==> src/rtl/gpu_dispatch_pkg.sv <==
// Shared types for the kernel-level block dispatcher.
package gpu_dispatch_pkg;

  typedef enum logic [1:0] {
    K_IDLE,
    K_RUN,
    K_DONE
  } kernel_state_t;

  typedef enum logic [1:0] {
    C_IDLE,
    C_READY,
    C_BUSY,
    C_RESET
  } slot_state_t;

  localparam int BLOCK_ID_BITS = 8;

endpackage

==> src/rtl/dispatch_slot.sv <==
// One dispatch slot: tracks the life of a block on a single compute core and
// produces that core's start/reset levels plus a one-cycle retire pulse.
module dispatch_slot
  import gpu_dispatch_pkg::*;
#(
  parameter int TC_BITS = 3
) (
  input  logic                     clk,
  input  logic                     reset,
  input  logic                     launch,
  input  logic                     active,
  input  logic                     grant,
  input  logic [BLOCK_ID_BITS-1:0] block_id_in,
  input  logic [TC_BITS-1:0]       thread_count_in,
  input  logic                     core_done,
  output logic                     ready,
  output logic                     retire,
  output logic                     core_start,
  output logic                     core_reset,
  output logic [BLOCK_ID_BITS-1:0] block_id,
  output logic [TC_BITS-1:0]       thread_count
);

  slot_state_t state_q, state_d;
  logic        take;

  // Slot state register.
  always_ff @(posedge clk or posedge reset) begin
    if (reset) state_q <= C_IDLE;
    else       state_q <= state_d;
  end

  // Next-state logic; a kernel launch overrides everything, leaving K_RUN parks the slot.
  always_comb begin
    state_d = state_q;
    retire  = 1'b0;
    if (launch) begin
      state_d = C_READY;
    end else if (!active) begin
      state_d = C_IDLE;
    end else begin
      case (state_q)
        C_READY: if (grant) state_d = C_BUSY;
        C_BUSY: begin
          if (core_done) begin
            state_d = C_RESET;
            retire  = 1'b1;
          end
        end
        C_RESET: state_d = C_READY;
        default: state_d = state_q;
      endcase
    end
  end

  assign take = (state_q == C_READY) && (state_d == C_BUSY);

  // Capture the block assignment on the grant so it stays stable while busy.
  always_ff @(posedge clk or posedge reset) begin
    if (reset) begin
      block_id     <= '0;
      thread_count <= '0;
    end else if (take) begin
      block_id     <= block_id_in;
      thread_count <= thread_count_in;
    end
  end

  assign ready      = (state_q == C_READY);
  assign core_start = (state_q == C_BUSY);
  assign core_reset = (state_q == C_IDLE) || (state_q == C_RESET);

endmodule

==> src/rtl/block_dispatcher.sv <==
// Kernel scheduler: splits a launch into blocks and farms them out to free cores.
module block_dispatcher
  import gpu_dispatch_pkg::*;
#(
  parameter int NUM_CORES         = 2,
  parameter int THREADS_PER_BLOCK = 4,
  parameter int TC_BITS           = $clog2(THREADS_PER_BLOCK) + 1
) (
  input  logic                               clk,
  input  logic                               reset,
  input  logic                               start,
  input  logic [7:0]                         thread_count,
  output logic                               done,
  output logic [NUM_CORES-1:0]               core_reset,
  output logic [NUM_CORES-1:0]               core_start,
  output logic [NUM_CORES*BLOCK_ID_BITS-1:0] core_block_id,
  output logic [NUM_CORES*TC_BITS-1:0]       core_thread_count,
  input  logic [NUM_CORES-1:0]               core_done
);

  localparam int TPB_SHIFT = $clog2(THREADS_PER_BLOCK);

  kernel_state_t        kstate_q, kstate_d;
  logic [7:0]           tc_q, total_q, dispatched_q, completed_q, completed_d;
  logic [8:0]           round_sum;
  logic [7:0]           total_calc, last_span;
  logic [TC_BITS-1:0]   block_tc;
  logic                 accept, launch, run, dispatch_ok;
  logic [NUM_CORES-1:0] ready, grant, retire, slot_reset;

  // Number of set bits; several cores may retire in the same cycle.
  function automatic logic [7:0] popcount(input logic [NUM_CORES-1:0] v);
    logic [7:0] cnt;
    cnt = '0;
    for (int i = 0; i < NUM_CORES; i++) cnt = cnt + {7'd0, v[i]};
    return cnt;
  endfunction

  // One-hot of the lowest-index set bit.
  function automatic logic [NUM_CORES-1:0] lowest_one(input logic [NUM_CORES-1:0] v);
    logic [NUM_CORES-1:0] r;
    r = '0;
    for (int i = NUM_CORES - 1; i >= 0; i--) begin
      if (v[i]) begin
        r    = '0;
        r[i] = 1'b1;
      end
    end
    return r;
  endfunction

  // Ceiling division in 9 bits so 255 threads do not wrap before the shift.
  assign round_sum  = {1'b0, thread_count} + 9'(THREADS_PER_BLOCK - 1);
  assign total_calc = 8'(round_sum >> TPB_SHIFT);

  assign run         = (kstate_q == K_RUN);
  assign dispatch_ok = run && (dispatched_q < total_q);
  assign grant       = dispatch_ok ? lowest_one(ready) : '0;
  assign completed_d = completed_q + popcount(retire);

  // The final block carries whatever threads remain; all others are full.
  assign last_span = tc_q - (dispatched_q << TPB_SHIFT);
  assign block_tc  = (dispatched_q == total_q - 8'd1) ? TC_BITS'(last_span)
                                                      : TC_BITS'(THREADS_PER_BLOCK);

  // Kernel state register.
  always_ff @(posedge clk or posedge reset) begin
    if (reset) kstate_q <= K_IDLE;
    else       kstate_q <= kstate_d;
  end

  // Kernel next-state; completion looks at this cycle's retires so done follows immediately.
  always_comb begin
    kstate_d = kstate_q;
    accept   = 1'b0;
    launch   = 1'b0;
    case (kstate_q)
      K_IDLE: begin
        if (start) begin
          accept = 1'b1;
          if (thread_count != 8'd0) begin
            launch   = 1'b1;
            kstate_d = K_RUN;
          end else begin
            kstate_d = K_DONE;
          end
        end
      end
      K_RUN:   if (completed_d == total_q) kstate_d = K_DONE;
      K_DONE:  if (!start) kstate_d = K_IDLE;
      default: kstate_d = K_IDLE;
    endcase
  end

  // Launch bookkeeping and block counters.
  always_ff @(posedge clk or posedge reset) begin
    if (reset) begin
      tc_q         <= '0;
      total_q      <= '0;
      dispatched_q <= '0;
      completed_q  <= '0;
    end else if (accept) begin
      tc_q         <= thread_count;
      total_q      <= total_calc;
      dispatched_q <= '0;
      completed_q  <= '0;
    end else if (run) begin
      if (|grant) dispatched_q <= dispatched_q + 8'd1;
      completed_q <= completed_d;
    end
  end

  for (genvar i = 0; i < NUM_CORES; i++) begin : g_slot
    dispatch_slot #(
      .TC_BITS(TC_BITS)
    ) u_slot (
      .clk            (clk),
      .reset          (reset),
      .launch         (launch),
      .active         (run),
      .grant          (grant[i]),
      .block_id_in    (dispatched_q),
      .thread_count_in(block_tc),
      .core_done      (core_done[i]),
      .ready          (ready[i]),
      .retire         (retire[i]),
      .core_start     (core_start[i]),
      .core_reset     (slot_reset[i]),
      .block_id       (core_block_id[i*BLOCK_ID_BITS +: BLOCK_ID_BITS]),
      .thread_count   (core_thread_count[i*TC_BITS +: TC_BITS])
    );
  end

  assign core_reset = slot_reset | {NUM_CORES{!run}};
  assign done       = (kstate_q == K_DONE);

endmodule

==> config.mk <==
export PLATFORM = sky130hd
export DESIGN_NAME = block_dispatcher
export DESIGN_NICKNAME = d
export VERILOG_FILES = /design/src/rtl/gpu_dispatch_pkg.sv /design/src/rtl/dispatch_slot.sv /design/src/rtl/block_dispatcher.sv
export SDC_FILE = /design/constraint.sdc
export NUM_CORES = 1
export LEC_CHECK = 0
export ABC_AREA = 1
export ABC_CLOCK_PERIOD_IN_PS = 8300
export BUFFER_PORTS_ARGS = -buffer_cell sky130_fd_sc_hd__clkbuf_2
export CAP_MARGIN = 20
export CORE_UTILIZATION = 35
export CTS_CLUSTER_DIAMETER = 60
export CTS_CLUSTER_SIZE = 12
export DETAILED_ROUTE_END_ITERATION = 12
export GPL_ROUTABILITY_DRIVEN = 0
export PLACE_DENSITY = 0.57
export SETUP_SLACK_MARGIN = 0.4
export SYNTH_ARGS = -nofsm -noshare
export SYNTH_HDL_FRONTEND = slang
export SYNTH_HIERARCHICAL = 1
export SYNTH_SLANG_ARGS = --single-unit
==> constraint.sdc <==
create_clock -name clk -period 8.3 [get_ports clk]
set_input_delay 2.075 -clock clk [delete_from_list [all_inputs] [get_ports clk]]
set_output_delay 2.075 -clock clk [all_outputs]
set_load 0.1 [all_outputs]
---- Word level (Yosys, flattened, before mapping) ----
Index checks and enable logic that the tools add are counted.
W data, S select, Z words.
operators by class
  add/sub/neg operators ................... 6
  order comparisons ....................... 1
  equality and inequality tests ........... 15
  multiplexer cells ....................... 37
  bitwise gates (word level) .............. 1
  reduce and logical (&&, ||, !) cells .... 15
operator list
  kind                   count
  $mux W8                5
  $mux W2                15
  $pmux W2 S3            3
  $eq A2 B2 Y1 const B   7
  $mux W1                13
  $add A8 B2 Y9 const B  1
  $add A8 B1 Y8 const B  1
  $add A8 B2 Y8          1
  $eq A8 B7 Y1           1
  $eq A8 B8 Y1           1
  $lt A8 B7 Y1           1
  $reduce_bool A8 Y1     1
  $sub A7 B1 Y8 const B  1
  $eq A2 B1 Y1 const B   3
  $logic_not A2 Y1       3
  $ne A2 B2 Y1 const B   3
  $reduce_bool A2 Y1     2
  $logic_and A1 B1 Y1    3
  $mux W3                1
  $reduce_and A3 Y1      1
  $sub A3 B3 Y3          1
  $add A1 B1 Y2          1
  $logic_or A1 B1 Y1     2
  $or A2 B2 Y2           1
  other kinds (3)        3
storage, ports and cells
  register bits after elaboration ......... 54
  bits of input ports ..................... 13
  output and inout port bits .............. 27
  word-level logic and storage cells ...... 86

---- Longest topological paths before layout ----
Gate-level depths: netlist of run 1.
  depth in word-level cells ............... 10
  mapped depth ............................ 23
  mapped depth without buffers ............ 23

---- Hierarchy ----
The synthesis of run 1 kept the hierarchy.
modules (own cells, without submodules)
  module            instances  cells an instance  area an instance (um^2)  sequential area each (um^2)
  block_dispatcher  1          289                2,103.3                  700.7
  dispatch_slot     2          85                 704.4                    325.3

---- Worst setup path before layout of run 1 ----
OpenSTA, ideal clock, no wires.
  kind .................................... input port to flip-flop
  from .................................... input port start
  to ...................................... register kstate_q[0]
  setup time .............................. 0.130 ns
  data arrival time ....................... 4.251 ns
  required time ........................... 8.170 ns
  setup slack ............................. 3.919 ns
  cell stages on the path ................. 18
  buffers on the path ..................... 1
  cell sequence ........................... nand3_2 > buf_2 > nor2_1 > clkinv_2 > nand2_1 > nor2_1 > fa_1 > ha_1 > nand2_1 > inv_1 > nand3_1 > nand2_1 > nand2_1 > nand2_1 > nor2_1 > nand3_1 > nand2_1 > o21ai_0
on the way
  cells in the longest elaborated chain, start to end .. 8
  elaborated cells on any way between the ends .. 11
  those cells by class .................... add/sub: 2; eq/ne: 4; mux: 4; reduce/logical: 1
RTL lines
  what                                RTL line                text
  start, declared                     block_dispatcher.sv:11  input logic start,
  $mux W1                             block_dispatcher.sv:79  if (start) begin
  $mux W1                             block_dispatcher.sv:77  case (kstate_q)
  net launch                          block_dispatcher.sv:28  logic accept, launch, run, dispatch_ok;
  $mux W1                             dispatch_slot.sv:37     if (launch) begin
  net retire[0]                       block_dispatcher.sv:29  logic [NUM_CORES-1:0] ready, grant, retire, slot_reset;
  $add A1 B1 Y2                       block_dispatcher.sv:35  for (int i = 0; i < NUM_CORES; i++) cnt = cnt + {7'd0, v[i]};
  $add A8 B2 Y8                       block_dispatcher.sv:59  assign completed_d = completed_q + popcount(retire);
  $eq A8 B7 Y1                        block_dispatcher.sv:89  K_RUN: if (completed_d == total_q) kstate_d = K_DONE;
  $ne A2 B2 Y1 (no source line)       n/a
  $reduce_and A3 Y1 (no source line)  n/a
  end signal, assigned                block_dispatcher.sv:69  else kstate_q <= kstate_d;
  end, declared                       block_dispatcher.sv:23  kernel_state_t kstate_q, kstate_d;
The timed path passes the listed nets, and every way through them passes these cells.
A chain may end at the register's enable or synchronous reset.

---- Final worst setup path of run 1 ----
Same ends and word-level chain as after synthesis.

==> results.yml, run 1 <==
timing:
  period_share: 0.566
  maxSlewViolCount: 0
  relSlewSlack: 0.600
  final.min_clock_period_ns: 4.70
  fin_skew_ns: 0.0108
  holdWs_ns: 0.485
  hold_viol_final: 0
  rsz0062_at_grt: "no"
  fmaxAchievable_mhz: 213
  tightest_slew_ns: 0.599
  tns_ns: 0
  setup-violations-final: 0
logic_synthesis:
  synth_nets: 493
  synthAdderAreaFrac: 0.0770
  synth_top_family_by_area: "simple AND/OR/NAND/NOR gates"
  yosys_register_bits: 54
  synth-compound-area-share: 0.0648
  ys.flop_type: "dfrtp_1"
  yosysTopAreaCell: "dfrtp_1"
  synth-simple-area-share: 0.351
  synthTopCellsByArea: "dfrtp_1 38%, nand2_1 14%, ha_1 7.1%, inv_1 5.8%, nand3_1 5.6%"
  ys_async_sr_fraction: 1.00
  seq_area_frac_synth: 0.385
  yosysWarnings: 6
  synth_top_area_share: 0.385
  synth_xor_area_frac: 0.0338
  synth_edf_count: 0
  yosysUniqueCellTypes: 41
  muxShareOfSynthArea: 0
  netlist_instances: 459
  syn_area_sq_mm: 0.00351
  syn_avg_cell_area_sq_um: 7.65
worst_setup_path:
  endpoint_kind: "flip-flop"
  crit_type: "input port to flip-flop"
  worstRegToRegCells: 18
  critPathTopFamily: "simple AND/OR/NAND/NOR gates"
  cp_num_buf_inv: 3
  cp_max_fo: 19
  crit_top_cell: "nand2_1"
  worstPathArrival_ns: 4.89
  crit_start: "start"
  crit_path_start_kind: "input port"
  r2r_setup_slack_ns: 4.93
  rr_endpoint: "kstate_q[0]$_DFFE_PP0P_"
  cpMaxStageDelayCell: "fa_1"
  timing.rr.start: "kstate_q[0]$_DFFE_PP0P_"
  critPathMaxStageDelay_ns: 0.40
  cp_cell_sequence: "clkbuf_2 > nand3_2 > nor2_1 > clkinv_2 > nand2_1 > nor2_1 > fa_1 > ha_1 > nand2_1 > inv_1 > nand3_1 > nand2_1 > nand2_1 > nand2_1 > nor2_1 > nand3_1 > nand2_1 > o21ai_0"
  worstPathRequired_ns: 8.49
min_path:
  hp-class: "flip-flop to flip-flop"
  min_path_cells: 2
  hold_end: "g_slot[0].u_slot/thread_count[2]$_DFFE_PP0P_"
  hold_start: "g_slot[0].u_slot/thread_count[2]$_DFFE_PP0P_"
pwr:
  p_per_area_mw_per_mm2: 369
  finalPower_w: 0.00146
  p_seq_frac: 0.292
  p_clk_frac: 0.130
  combPwrFrac: 0.578
  p_sw_w: 0.000810
  ir_worst_vdd_uv: 153
  leakage_nw: 2.08
  swShare: 0.556
  p_int_w: 0.000647
cts:
  cts_buffers: 5
  post_cts_buffers: 0
  clk_latency_ns: 0.32
  cts_hold_buf: 0
  cts.clk_slew.worst_paths_ns: 0.10
  clock_path_buffers: 2
  cts_max_level: 2
  clock_sinks: 54
  cts.repair.resized: 0
  cts-root-buf: "clkbuf_8"
  cts_tree: "yes"
grt:
  use_met2: 0.281
  grt_busiest_layer: "met2"
  grt_use_total: 0.174
  grt_pass1_wl_um: 14000
  grt_pass1_vias: 2896
  use_met3: 0.0233
  grt_use_met1: 0.238
  antenna_found_initial: 0
  grt_overflow: 0
  grt_max_degree: 24
floorplanning:
  rows: 36
  pin_count: 40
  fp.dieW_um: 102
  die-area_sq_mm: 0.0104
  start_util: 0.361
  die_height_um: 102
  coreArea_sq_mm: 0.00973
placed_design:
  placed_cell_area_sq_mm: 0.00383
  hpwlAfterDp_um: 6290
  io_buffers: 39
  dp.cells: 621
detailed_routing:
  drc: 0
  dr_total_vias: 3026
  ant_nets: 0
  wirelength_um: 8300
  vias_per_cell: 4.81
  wl_per_cell_um: 13.2
  drt_iter0_drc: 116
  dr.pass1.iters: 4
final_layout:
  design_area_sq_mm: 0.00395
  final_nets: 529
  drive_gt1_frac: 0.161
  antennaDiodeCount: 0
  area_growth_pct: 12.4
  finalNonFillerCells: 629
flow_run:
  drv_cap: 0
run_status:
  status: "complete, no violations"
state kept, by name, indices dropped and copies added (netlist names):
name	flops
tc_q	3
total_q	7
g_slot.u_slot/block_id	16
g_slot.u_slot/thread_count	6
kstate_q	2
g_slot.u_slot/state_q	4
completed_q	8
dispatched_q	8
power by group through the flow:
stage | Clock (W) | Sequential, W | Combinational, W
2_1_floorplan | 0 | 0.000580 | 0.000535
3_3_place_gp | 0 | 0.000429 | 0.000831
3_5_place_dp | 0 | 0.000432 | 0.000840
4_1_cts | 0.000194 | 0.000426 | 0.000844
5_1_grt | 0.000202 | 0.000436 | 0.000933
6_report | 0.000190 | 0.000426 | 0.000842
synth_stat cells (2+ instances only):
library cell and count:
nor2_4 4, o22ai_1 4, buf_6 2, clkbuf_1 2, nor2_2 6, a21oi_1 4
xnor2_1 5, nand2_2 2, or2_2 2, nand3b_1 2, nand3_1 39, nor3_1 3
nor2_1 29, nand3_2 6, nand2_1 133, clkinv_1 3, buf_2 5, a21boi_1 2
inv_2 5, xor2_1 6, buf_4 2, ha_1 20, nand4_1 26, inv_1 54
o21ai_0 23, dfrtp_1 54, clkinv_2 2
final cells by class:
type	count	area, sq um
fillers	1048	5780
multi-input cells	330	1850
flip-flops and latches	54	1350
inverters	64	243
repair buffers	40	223
well taps	133	166
clock buffers	5	68.8
clock inverters	3	47.5
per-stage QoR:
step | setup WS, ns | util
after floorplan | 3.92 | -
after global placement | 3.41 | 0.391
after detailed placement | 3.31 | 0.394
after CTS | 3.66 | 0.406
after global routing | 3.25 | 0.406
final | 3.60 | 0.406
cell families after synthesis:
kind of cell	after synthesis
AND/OR/NAND/NOR	259
AO/OA/AOI/OAI	38
XOR/XNOR	12
adder cells (fa/ha/maj)	21
flip-flops	54
buffers and inverters	75
routing by layer:
layer,vias to the layer above,wire length (um),part of all wire
li1,1557,-,-
met1,1408,4040,0.49
met2,44,3820,0.46
met3,17,239,0.029
met4,0,202,0.024
met5,-,0,0
worst reg2reg max path, stage by stage, from the launching register on:
cell and delay [ns]:
dfrtp_1 0.39, inv_1 0.12, nand3_2 0.38, nor2_1 0.35
clkinv_2 0.25, nand2_1 0.16, nor2_1 0.07, fa_1 0.40
ha_1 0.21, nand2_1 0.17, inv_1 0.10, nand3_1 0.10
nand2_1 0.09, nand2_1 0.08, nand2_1 0.05, nor2_1 0.10
nand3_1 0.07, nand2_1 0.07, o21ai_0 0.08
worst max path at each step:
stage                     cells past startpoint                      end  slack, ns
after floorplan                              18  kstate_q[0]$_DFFE_PP0P_       3.92
after global placement                       18  kstate_q[0]$_DFFE_PP0P_       3.41
after detailed placement                     18  kstate_q[0]$_DFFE_PP0P_       3.31
after CTS                                    18  kstate_q[0]$_DFFE_PP0P_       3.66
after global routing                         18  kstate_q[0]$_DFFE_PP0P_       3.25
final                                        18  kstate_q[0]$_DFFE_PP0P_       3.60
cell usage in the layout, fill, tap and decap left out, types with 2 or more instances in the layout:
master,count
inv_1,54
a21oi_1,4
nand4_1,26
o22ai_1,4
nand3b_1,2
dfrtp_1,54
nand3_2,6
nand2_1,133
xnor2_1,5
inv_6,2
nor2_2,6
nor2_1,29
nand3_1,39
o21ai_0,23
xor2_1,6
clkinv_1,3
nor3_1,3
inv_2,5
ha_1,20
clkinv_2,2
clkbuf_8,5
nand2_2,2
or2_2,2
clkbuf_2,39
a21boi_1,2
nor2_4,4
No activity file was read; power rests on OpenSTA's default activity.
==> run 2: changes to the inputs <==
--- a/config.mk
+++ b/config.mk
@@ -5,8 +5,8 @@
 export SDC_FILE = /design/constraint.sdc
 export NUM_CORES = 1
 export LEC_CHECK = 0
-export ABC_AREA = 1
-export ABC_CLOCK_PERIOD_IN_PS = 8300
+export ABC_AREA = 0
+export ABC_CLOCK_PERIOD_IN_PS = 4000
 export BUFFER_PORTS_ARGS = -buffer_cell sky130_fd_sc_hd__clkbuf_2
 export CAP_MARGIN = 20
 export CORE_UTILIZATION = 35
@@ -14,7 +14,7 @@
 export CTS_CLUSTER_SIZE = 12
 export DETAILED_ROUTE_END_ITERATION = 12
 export GPL_ROUTABILITY_DRIVEN = 0
-export PLACE_DENSITY = 0.57
+export PLACE_DENSITY = 0.59
 export SETUP_SLACK_MARGIN = 0.4
 export SYNTH_ARGS = -nofsm -noshare
 export SYNTH_HDL_FRONTEND = slang
==> constraint.sdc (replaced) <==
create_clock -name clk -period 4 [get_ports clk]
set_input_delay 1 -clock clk [delete_from_list [all_inputs] [get_ports clk]]
set_output_delay 1 -clock clk [all_outputs]
set_load 0.1 [all_outputs]
==> run 2 against run 1 <==
Effect of this change: count of clock-buffer cells in the layout unchanged; non-clock buffer count up 7; die area down 1.2%; combinational power down 96%; clock power up 94%; final cell count down 18%; wire length down 5.1%; synthesized area down 1.3%; register-to-register slack worse by 4.3 ns; flip-flop and latch count unchanged; global-route usage down 0.55 points; largest cell class unchanged; sequential power up 28%.
==> results.yml, run 2 <==
run_status:
  status: "complete, no violations"
final_layout:
  largest_reg_flops: 16
  final_nets: 421
  fillers: 914
  area_growth_pct: 15.1
  drive_gt1_frac: 0.266
  layout.cells.most_common_list: "54 x dfrtp_1, 39 x clkbuf_2, 32 x nand2_1, 25 x inv_1, 20 x mux2_4"
  reg_top3: "g_slot.u_slot/block_id x16, completed_q x8, dispatched_q x8"
  antennaDiodeCount: 0
  regMostFlops: "g_slot.u_slot/block_id"
  final_common_cell: "dfrtp_1"
  design_area_sq_mm: 0.00399
timing:
  tightest_slew_ns: 0.997
  tns_ns: 0
  relSlewSlack: 0.333
  period_share: 0.864
  fmaxAchievable_mhz: 289
  hold_viol_final: 0
  rsz0062_at_grt: "no"
  final.min_clock_period_ns: 3.46
  setup-violations-final: 0
  holdWs_ns: 0.489
  maxSlewViolCount: 0
  fin_skew_ns: 0.0112
min_path:
  hold_end: "tc_q[1]$_DFFE_PP0P_"
  hp-class: "flip-flop to flip-flop"
  min_path_cells: 2
  hold_start: "tc_q[1]$_DFFE_PP0P_"
worst_setup_path:
  cp_max_fo: 6
  endpoint_kind: "flip-flop"
  worstPathArrival_ns: 3.69
  crit_type: "input port to flip-flop"
  rr_endpoint: "g_slot[1].u_slot/thread_count[0]$_DFFE_PP0P_"
  cpMaxStageDelayCell: "fa_2"
  worstPathRequired_ns: 4.23
  cp_num_buf_inv: 1
  cp_cell_sequence: "clkbuf_2 > nand2_2 > or2_4 > a21oi_4 > and2b_1 > and3_2 > fa_2 > ha_4 > nand4b_1 > mux2i_1 > o211ai_1 > a2111oi_4 > o2bb2ai_1"
  worstRegToRegCells: 11
  crit_start: "start"
  critPathTopFamily: "simple AND/OR/NAND/NOR gates"
  timing.rr.start: "total_q[3]$_DFFE_PP0P_"
  r2r_setup_slack_ns: 0.59
  critPathMaxStageDelay_ns: 0.44
  crit_path_start_kind: "input port"
logic_synthesis:
  synthTopCellsByCount: "54 x dfrtp_1, 33 x nand2_1, 25 x inv_1"
  ys_async_sr_fraction: 1.00
  synthTopCellsByArea: "dfrtp_1 39%, mux2_4 8.7%, ha_1 7.2%, xnor2_1 3.8%, nand2_1 3.6%"
  ys.flop_type: "dfrtp_1"
  yosys_register_bits: 54
  syn_area_sq_mm: 0.00347
  synth_xor_area_frac: 0.0530
  synth_nets: 383
  seq_area_frac_synth: 0.390
  synth_top_family_by_area: "simple AND/OR/NAND/NOR gates"
  synthAdderAreaFrac: 0.0780
  synth-simple-area-share: 0.168
  syn_avg_cell_area_sq_um: 9.93
  muxShareOfSynthArea: 0.108
  synth.most_common_cell: "dfrtp_1"
  synth_edf_count: 0
  yosysTopAreaCell: "dfrtp_1"
  yosysWarnings: 6
  synth_top_area_share: 0.390
  synth-compound-area-share: 0.152
  netlist_instances: 349
  yosysUniqueCellTypes: 64
pwr:
  ir_worst_vdd_uv: 143
  p_per_area_mw_per_mm2: 237
  leakage_nw: 1.75
placed_design:
  io_buffers: 39
  placed_cell_area_sq_mm: 0.00382
  hpwlAfterDp_um: 6010
floorplanning:
  start_util: 0.368
  die-area_sq_mm: 0.0103
  pin_count: 40
  die_height_um: 102
  coreArea_sq_mm: 0.00942
  fp.dieW_um: 102
  rows: 35
cts:
  cts_hold_buf: 0
  cts_buffers: 5
  cts_max_level: 2
  cts_tree: "yes"
  cts.clk_slew.worst_paths_ns: 0.10
  clk_latency_ns: 0.31
  clock_sinks: 54
  cts-root-buf: "clkbuf_8"
  clock_path_buffers: 2
detailed_routing:
  dr_total_vias: 2722
  ant_nets: 0
  wl_per_cell_um: 15.3
  wirelength_um: 7880
  drc: 0
  dr.pass1.iters: 4
  vias_per_cell: 5.28
  drt_iter0_drc: 95
flow_run:
  drv_cap: 0
grt:
  grt_overflow: 0
  antenna_found_initial: 0
  grt_pass1_vias: 2667
  grt_max_degree: 23
  grt_use_total: 0.169
  grt_pass1_wl_um: 13400
## run 2: changes by cell type after synthesis, sizes merged, moves of 9 or more
cell | previous run | this run
nor2 | 39 | 17
nand4 | 27 | 4
nand3 | 46 | 9
nand2 | 136 | 34
inv | 59 | 26
nor3 | 3 | 12
a21oi | 4 | 13
xnor2 | 5 | 15
mux2 | 0 | 22
## run 2: power breakdown
part           internal, W   total, W  switching (W)
Combinational   0.00000895  0.0000336      0.0000247
Sequential        0.000545   0.000545              0
Clock             0.000184   0.000368       0.000183
Total             0.000739   0.000947       0.000208
## run 2: what timing repair did
| item | 4_1_cts | 5_1_grt |
|---|---|---|
| pin swaps | 0 | 4 |
| setup endpoints to repair | 2 | 2 |
| gates resized for setup | 2 | 4 |
| setup buffers | 0 | 2 |
## run 2: routing by layer
metal / global-route usage / wire length, um / vias to the layer above
met5: 0 / 0 / -
met4: 0.0758 / 220 / 0
met3: 0.0255 / 218 / 14
met2: 0.280 / 3800 / 55
met1: 0.218 / 3640 / 1336
li1: - / - / 1317
## run 2: area by class of cell
| class | count | area [sq um] | area share |
|---|---|---|---|
| Clock buffer | 5 | 68.8 | 0.0172 |
| Multi-Input combinational cell | 253 | 2020 | 0.506 |
| Sequential cell | 54 | 1350 | 0.339 |
| Clock inverter | 2 | 38.8 | 0.00972 |
| Timing Repair Buffer | 47 | 255 | 0.0639 |
| Inverter | 26 | 97.6 | 0.0245 |
| Tap cell | 129 | 161 | 0.0404 |
## run 2: logic make-up (layout without fill, tap and decap cells)
| logic type | after synthesis | count (layout) |
|---|---|---|
| compound gates | 74 | 74 |
| fa+ha+maj | 21 | 21 |
| buf+inv | 42 | 80 |
| simple gates | 110 | 110 |
| mux | 27 | 27 |
| xor+xnor | 21 | 21 |
| flops | 54 | 54 |
## run 2: how the worst max path moves through the flow
stage | slack [ns] | cells after the start | to
CTS | 0.41 | 14 | kstate_q[1]$_DFFE_PP0P_
detailed placement | 0.07 | 12 | kstate_q[1]$_DFFE_PP0P_
global route | 0.40 | 11 | g_slot[1].u_slot/thread_count[0]$_DFFE_PP0P_
floorplan | 0.42 | 12 | kstate_q[1]$_DFFE_PP0P_
finish | 0.54 | 13 | kstate_q[1]$_DFFE_PP0P_
global placement | 0.11 | 12 | kstate_q[1]$_DFFE_PP0P_
## run 2: worst min-delay path, stage by stage, from the launching register on
cell and delay, ns:
dfrtp_1 0.35, nand2_1 0.05, nand2_1 0.06
## run 2: stage by stage
stage	worst slack, ns	total power (W)	util	cells
3_3_place_gp	0.113	0.000589	0.406	507
5_1_grt	0.401	0.000992	0.424	516
6_report	0.545	0.000947	0.424	516
4_1_cts	0.411	0.000959	0.419	514
2_1_floorplan	0.422	0.000570	-	349
3_5_place_dp	0.0702	0.000589	0.406	507
==> run 3: changes to the inputs <==
--- a/config.mk
+++ b/config.mk
@@ -5,7 +5,7 @@
 export SDC_FILE = /design/constraint.sdc
 export NUM_CORES = 1
 export LEC_CHECK = 0
-export ABC_AREA = 0
+export ABC_AREA = 1
 export ABC_CLOCK_PERIOD_IN_PS = 4000
 export BUFFER_PORTS_ARGS = -buffer_cell sky130_fd_sc_hd__clkbuf_2
 export CAP_MARGIN = 20
==> run 3 against run 2 <==
Effect of this change: global-route usage rose by 0.50 points; core utilization is 2.0 points lower; critical endpoint is now kstate_q[0]$_DFFE_PP0P_; clock power shrank 9.0%.
==> results.yml, run 3 (synthesis results as in run 1) <==
grt:
  antenna_found_initial: 0
  grt_pass1_vias: 2913
  grt_pass1_wl_um: 14100
  grt_overflow: 0
  grt_use_total: 0.174
  grt_max_degree: 29
placed_design:
  io_buffers: 39
  placed_cell_area_sq_mm: 0.00383
  hpwlAfterDp_um: 6410
flow_run:
  drv_cap: 0
floorplanning:
  pin_count: 40
  fp.dieW_um: 102
  die_height_um: 102
  start_util: 0.361
  rows: 36
  die-area_sq_mm: 0.0104
  coreArea_sq_mm: 0.00973
final_layout:
  final_common_cell: "nand2_1"
  design_area_sq_mm: 0.00393
  antennaDiodeCount: 0
  layout.cells.most_common_list: "133 x nand2_1, 54 x inv_1, 54 x dfrtp_1, 39 x nand3_1, 39 x clkbuf_2"
  largest_reg_flops: 16
  final_nets: 532
  reg_top3: "g_slot.u_slot/block_id x16, completed_q x8, dispatched_q x8"
  regMostFlops: "g_slot.u_slot/block_id"
  area_growth_pct: 12.0
  drive_gt1_frac: 0.166
cts:
  cts_hold_buf: 0
  clock_path_buffers: 2
  cts-root-buf: "clkbuf_8"
  cts_buffers: 5
  cts_max_level: 2
  cts.clk_slew.worst_paths_ns: 0.10
  clk_latency_ns: 0.31
  post_cts_buffers: 0
  clock_sinks: 54
  cts.repair.resized: 0
  cts_tree: "yes"
pwr:
  p_seq_frac: 0.295
  p_clk_frac: 0.112
  ir_worst_vdd_uv: 457
  p_int_w: 0.00130
  combPwrFrac: 0.593
  p_per_area_mw_per_mm2: 758
  swShare: 0.563
  leakage_nw: 2.08
  p_sw_w: 0.00168
worst_setup_path:
  crit_type: "input port to flip-flop"
  worstPathRequired_ns: 4.20
  cp_max_fo: 6
  crit_path_start_kind: "input port"
  worstPathArrival_ns: 3.47
  endpoint_kind: "flip-flop"
timing:
  rsz0062_at_grt: "no"
  tns_ns: 0
  fmaxAchievable_mhz: 305
  setup-violations-final: 0
  tightest_slew_ns: 0.594
  final.min_clock_period_ns: 3.28
  hold_viol_final: 0
  maxSlewViolCount: 0
  relSlewSlack: 0.604
  period_share: 0.819
  fin_skew_ns: 0.00545
detailed_routing:
  wirelength_um: 8450
  vias_per_cell: 4.93
  wl_per_cell_um: 13.4
  dr_total_vias: 3117
  drc: 0
  drt_iter0_drc: 106
  ant_nets: 0
  dr.pass1.iters: 4
run_status:
  status: "complete, no violations"
min_path:
  hp-class: "flip-flop to flip-flop"
==> run 3: cell count changes in the layout (fill, tap and decap cells not counted), moves of 6 or more <==
| cell | delta |
|---|---|
| inv_1 | +29 |
| a21oi_1 | -8 |
| nand2_1 | +101 |
| nor2_1 | +12 |
| nor2_2 | +6 |
| nand3_1 | +31 |
| nand4_1 | +22 |
| mux2_4 | -20 |
| nor3_1 | -9 |
| xnor2_1 | -10 |
==> run 3: worst max-delay path, stage by stage <==
cell and delay (ns):
clkbuf_2 0.09, inv_1 0.06, nand4_1 0.09, inv_1 0.04, nand4_1 0.12, inv_1 0.07, nor2_1 0.22, clkinv_2 0.10
nand2_1 0.11, nor2_1 0.07, fa_1 0.41, ha_1 0.21, nand2_1 0.17, inv_1 0.11, nand3_1 0.10, nand2_1 0.07
nand2_1 0.07, nand2_1 0.04, nor2_1 0.10, nand3_1 0.07, nand2_1 0.07, o21ai_0 0.08
==> run 3: final cells by class <==
type | instances | area (sq um)
well taps | 133 | 166
inverters | 64 | 243
multi-input cells | 330 | 1850
clock inverters | 2 | 16.3
clock buffers | 6 | 82.6
repair buffers | 43 | 225
fillers | 1043 | 5800
flip-flops and latches | 54 | 1350
==> run 3: layer usage <==
metal  track usage  part of all wire  up-vias
met5             0                 0        -
met4        0.0560             0.014        0
met3        0.0301             0.041       13
met2         0.297              0.49       59
met1         0.223              0.46     1483
li1              -                 -     1562
==> run 3: power by group through the flow <==
stage / clock network, W / registers (W) / logic, W
floorplan: 0 / 0.00120 / 0.00111
global placement: 0 / 0.000885 / 0.00174
detailed placement: 0 / 0.000892 / 0.00177
CTS: 0.000347 / 0.000881 / 0.00178
global route: 0.000364 / 0.000905 / 0.00195
finish: 0.000335 / 0.000879 / 0.00177
==> run 3: final timing paths <==
| check | start | to | slack [ns] | cells past startpoint |
|---|---|---|---|---|
| max | thread_count[2] | kstate_q[0]$_DFFE_PP0P_ | 0.72 | 22 |
| min | g_slot[0].u_slot/thread_count[1]$_DFFE_PP0P_ | g_slot[0].u_slot/thread_count[1]$_DFFE_PP0P_ | 0.48 | 2 |
| max reg2reg | total_q[5]$_DFFE_PP0P_ | g_slot[1].u_slot/block_id[4]$_DFFE_PP0P_ | 1.11 | 18 |
| min reg2reg | g_slot[0].u_slot/thread_count[1]$_DFFE_PP0P_ | g_slot[0].u_slot/thread_count[1]$_DFFE_PP0P_ | 0.48 | 2 |
| max in group asynchronous | reset | g_slot[0].u_slot/block_id[0]$_DFFE_PP0P_ | 2.94 | 2 |
| min in group asynchronous | reset | g_slot[1].u_slot/block_id[4]$_DFFE_PP0P_ | 0.72 | 2 |
==> run 3: through the flow <==
stage / worst slack (ns) / total power [W] / util / instances / hold WS (ns)
6_report: 0.724 / 0.00298 / 0.404 / 632 / 0.480
5_1_grt: 0.412 / 0.00322 / 0.404 / 632 / 0.507
4_1_cts: 0.729 / 0.00300 / 0.404 / 632 / 0.484
3_5_place_dp: 0.394 / 0.00266 / 0.394 / 624 / 0.459
3_3_place_gp: 0.516 / 0.00262 / 0.394 / 624 / 0.459
2_1_floorplan: 0.694 / 0.00231 / - / 459 / 0.473
